[config.mk]
export PLATFORM = sky130hd
export DESIGN_NAME = ring_johnson_counter
export DESIGN_NICKNAME = d
export VERILOG_FILES = /design/src/rtl/ring_johnson_counter.sv
export SDC_FILE = /design/constraint.sdc
export NUM_CORES = 1
export LEC_CHECK = 0
export CAP_MARGIN = 25
export CORE_AREA = 2 2 39 41
export CTS_CLUSTER_SIZE = 10
export DETAILED_ROUTE_END_ITERATION = 8
export DIE_AREA = 0 0 41 43
export PLACE_DENSITY = 0.71
export SYNTH_ARGS = -nofsm -noshare
export SYNTH_HDL_FRONTEND = slang
export SYNTH_SLANG_ARGS = --single-unit
[constraint.sdc]
create_clock -name i_clk -period 3.3 [get_ports i_clk]
set_input_delay 0.825 -clock i_clk [delete_from_list [all_inputs] [get_ports i_clk]]
set_output_delay 0.825 -clock i_clk [all_outputs]
set_load 0.01 [all_outputs]
[src/rtl/ring_johnson_counter.sv]
// WIDTH-bit ring / Johnson shift counter with direction, prescaled stepping, parallel load,
// a wrap pulse and an illegal-pattern flag. Optional self-correction: RING_SELF_CORRECT_EN.
module ring_johnson_counter #(
  parameter int WIDTH    = 4,
  parameter int STEP_DIV = 1
) (
  input  logic             i_clk,
  input  logic             i_rst,
  input  logic             i_en,
  input  logic             i_mode,
  input  logic             i_dir,
  input  logic             i_load,
  input  logic [WIDTH-1:0] i_load_val,
  output logic [WIDTH-1:0] o_out,
  output logic             o_wrap,
  output logic             o_err
);

  localparam int DIV_W = (STEP_DIV > 1) ? $clog2(STEP_DIV) : 1;
  localparam logic [DIV_W-1:0] DIV_LAST = DIV_W'(STEP_DIV - 1);

  logic [WIDTH-1:0] r_out;
  logic [DIV_W-1:0] r_div_cnt;
  logic             r_mode_q;
  logic             r_wrap;

  logic [WIDTH-1:0] w_home_mode;
  logic [WIDTH-1:0] w_home_q;
  logic             w_step;
  logic             w_fb_right;
  logic             w_fb_left;
  logic [WIDTH-1:0] w_next;
  logic             w_ring_ok;
  logic [WIDTH-2:0] w_edges;
  logic             w_john_ok;

  assign w_home_mode = i_mode   ? '0 : {1'b1, {(WIDTH-1){1'b0}}};
  assign w_home_q    = r_mode_q ? '0 : {1'b1, {(WIDTH-1){1'b0}}};
  assign w_step      = i_en && (r_div_cnt == DIV_LAST);

  // Johnson differs from ring only by inverting the bit that wraps around the end.
  assign w_fb_right = r_out[0] ^ r_mode_q;
  assign w_fb_left  = r_out[WIDTH-1] ^ r_mode_q;
  assign w_next     = i_dir ? {r_out[WIDTH-2:0], w_fb_left} : {w_fb_right, r_out[WIDTH-1:1]};

  assign w_ring_ok = (r_out != '0) && ((r_out & (r_out - WIDTH'(1))) == '0);
  // A legal Johnson pattern is a thermometer code: at most one 0/1 boundary between neighbours.
  assign w_edges   = r_out[WIDTH-1:1] ^ r_out[WIDTH-2:0];
  assign w_john_ok = ((w_edges & (w_edges - (WIDTH-1)'(1))) == '0);
  assign o_err     = r_mode_q ? !w_john_ok : !w_ring_ok;

  always_ff @(posedge i_clk) begin
    if (i_rst) begin
      r_out     <= w_home_mode;
      r_div_cnt <= '0;
      r_mode_q  <= i_mode;
      r_wrap    <= 1'b0;
    end else if (i_load) begin
      r_out     <= i_load_val;
      r_div_cnt <= '0;
      r_wrap    <= 1'b0;
    end else if (i_mode != r_mode_q) begin
      r_out     <= w_home_mode;
      r_mode_q  <= i_mode;
      r_div_cnt <= '0;
      r_wrap    <= 1'b0;
`ifdef RING_SELF_CORRECT_EN
    end else if (o_err) begin
      r_out     <= w_home_q;
      r_div_cnt <= '0;
      r_wrap    <= 1'b0;
`endif
    end else if (i_en) begin
      if (w_step) begin
        r_div_cnt <= '0;
        r_out     <= w_next;
        r_wrap    <= (w_next == w_home_q);
      end else begin
        r_div_cnt <= r_div_cnt + DIV_W'(1);
        r_wrap    <= 1'b0;
      end
    end else begin
      r_wrap <= 1'b0;
    end
  end

  assign o_out  = r_out;
  assign o_wrap = r_wrap;

endmodule
==> results.md <==
* Status: finished, final reports clean
* Crit path largest cell delay at 0.49 ns
* MaxCap Viol Count at 0
* Most common cell in the netlist: nand2_1
* EDFF count, synth at 5
* Reg clk slew, reported paths at 0.05 ns
* Count of pins over their slew limit at 0
* Peak VDD IR at 0.000201 V
* WS Path Type: reg -> out
* First-pass GRT wire length at 1.75 mm
* Min Tclk post-route at 2.94 ns
* Final Hold Viols at 0
* Sw Ratio at 0.297
* Ant. Diodes at 0
* Net switching power at 0.0831 mW
* Largest cells by area after synthesis: edfxtp_1 (27%), ha_1 (11%), dfxtp_1 (7.3%)
* CTS Root Cell: clkbuf_4
* Pint at 0.197 mW
* Arr. time, crit path at 2.12 ns
* Final WS setup at 0.359 ns
* Primary FF master, synth: edfxtp_1
* Post-route ant nets at 0
* TritonCTS buffer count at 3
* Final Setup Violations at 0
* Leak Pwr at 0.291 nW
* CP max FO at 7
* Filler Cell Count at 130
* Cell Rows at 14
* Via count at 494
* Layout cell share with drive strength beyond 1 at 0.0649
* GR Overflow Total at 0
* Wirelength per Cell at 11.9 um
* Clock skew at 0.000293 ns
* Tightest Pin Transition at 0.369 ns
* DR vias/cell at 5.31
* Asr flop ratio synth at 0
* Clock Power Share at 0.278
* Mapped Area at 552 sq um
* Worst path slowest cell: clkdlybuf4s50_1
* Longest Clk Path Bufs at 2
* Hpwl dp at 840 um
* Worst slew margin at 0.748
* Crit path launch type: flip-flop
* Buf/Inv on CP at 2
* WL final at 1.10 mm
* Pre-CTS worst setup slack at 0.604 ns
* Synthesized Nets at 75
* Area added between synthesis and finish at 32.7%
* Clk_lat worst skew at 0.25 ns
* I/O pin count at 16
* All-Layer GR Usage at 0.144
* Router iterations before antenna repair at 4
* 1st-iter DRT viols at 12
* Die Wd at 41 um
* Synth unique cells at 28
* Critical Path End Type: output pin
* Nets@finish at 93
* CTS H-Tree Depth at 1
* Resized Gates After CTS at 0
* CP dominant cell by count: nand2_1
* Area leader, netlist: edfxtp_1
* Reg power frac at 0.413
* Fmax at 340 MHz
* Fraction of the yosys area taken by sequential cells at 0.345
* Top cells by count, synth: nand2_1 (8), edfxtp_1 (5), ha_1 (5), inv_1 (5), o21ai_0 (5)
* Hold_buf cts at 0
* Largest net degree at the start of global routing at 11
* Cell Chain, Critical Path: inv_1 > ha_1 > nand2_1 > nand2_1 > a2111oi_0 > a31oi_1 > clkdlybuf4s50_1
* Mean Syn Cell Area at 9.20 sq um
* Share of the synthesized area in the top cell type at 0.272
* Antenna violations before repair at 0
* Vias in the first global route at 428
* Setup Buffers After CTS at 0
* Synth Instances at 60
* Setup TNS at 0 ns
* DRC viols at 0
* Comb power frac at 0.309
* Port Buffers at 15
* Placer congestion estimate at 0.778
* Delay-heaviest family, CP: buffers and inverters
* Core ar. at 1380 sq um
* RSZ-0062 raised after global routing: no
* Total die area at 1760 sq um
* CTS tree: built
* Clock net sink count at 7
* Seq cells post-synth at 7
* Power Density at 382 nW/um^2
* Initial Util at 0.399
* Crit share post-route at 0.891
* Hold Path Class: reg -> reg
* Required time worst endpoint at 2.47 ns
* Synth Warn # at 0
* Die Height at 43 um
-- metal layers --
metal,global-route usage,routed length (um),vias to the layer above
li1,-,-,251
met1,0.216,522,222
met2,0.203,496,19
met3,0.0157,72,2
met4,0.0600,11,0
met5,0,0,-
-- registers in the layout, indices dropped and copies added (netlist names) --
signal,count
o_out,4
r_mode_q,1
r_div_cnt,1
o_wrap,1
-- layout by cell type, fill, tap and decap left out, drive strengths merged, types with 3 or more instances in the layout --
master / n
o21ai: 5
edfxtp: 5
nor2: 3
nand2: 8
clkdlybuf4s50: 15
ha: 5
mux2i: 3
inv: 5
clkbuf: 4
-- final timing paths --
kind,from,endpoint,slack (ns),depth (start not counted)
max,o_out[2],o_err,0.36,7
min,r_div_cnt,r_div_cnt,0.47,1
max reg2reg,r_mode_q,o_out[1],1.64,3
min reg2reg,r_div_cnt,r_div_cnt,0.47,1
-- cell families (layout without fill, tap and decap cells) --
family / after synthesis / count (layout) / synth area share
multiplexers: 3 / 3 / 0.0544
AND/OR/NAND/NOR: 19 / 19 / 0.190
XOR/XNOR: 2 / 2 / 0.0318
AO/OA/AOI/OAI: 17 / 17 / 0.202
adder cells (fa/ha/maj): 5 / 5 / 0.113
flip-flops: 7 / 7 / 0.345
buffers and inverters: 7 / 24 / 0.0635
-- power by group through the flow --
stage	combinational [mW]	sequential, mW	clock (mW)
CTS	0.0869	0.116	0.0794
global placement	0.0858	0.117	0
detailed placement	0.0865	0.117	0
global route	0.0967	0.117	0.0828
floorplan	0.0507	0.115	0
finish	0.0865	0.115	0.0779
-- through the flow --
stage / area [sq um] / std cells / total power, mW / hold slack (ns) / utilization
floorplan: 552 / 60 / 0.166 / 0.448 / -
global placement: 706 / 89 / 0.203 / 0.457 / 0.510
detailed placement: 706 / 89 / 0.204 / 0.461 / 0.510
CTS: 732 / 93 / 0.282 / 0.468 / 0.529
global route: 732 / 93 / 0.296 / 0.485 / 0.529
finish: 732 / 93 / 0.280 / 0.473 / 0.529
-- cell type report --
class                      instances  area [sq um]  share of cell area
clock buffer                       4          26.3              0.0359
inverter                           5          18.8              0.0256
multi-input combinational         46           327               0.446
sequential                         7           190               0.260
tap                               16          20.0              0.0274
timing repair buffer              15           150               0.205
(Power assumes the default switching activity.)
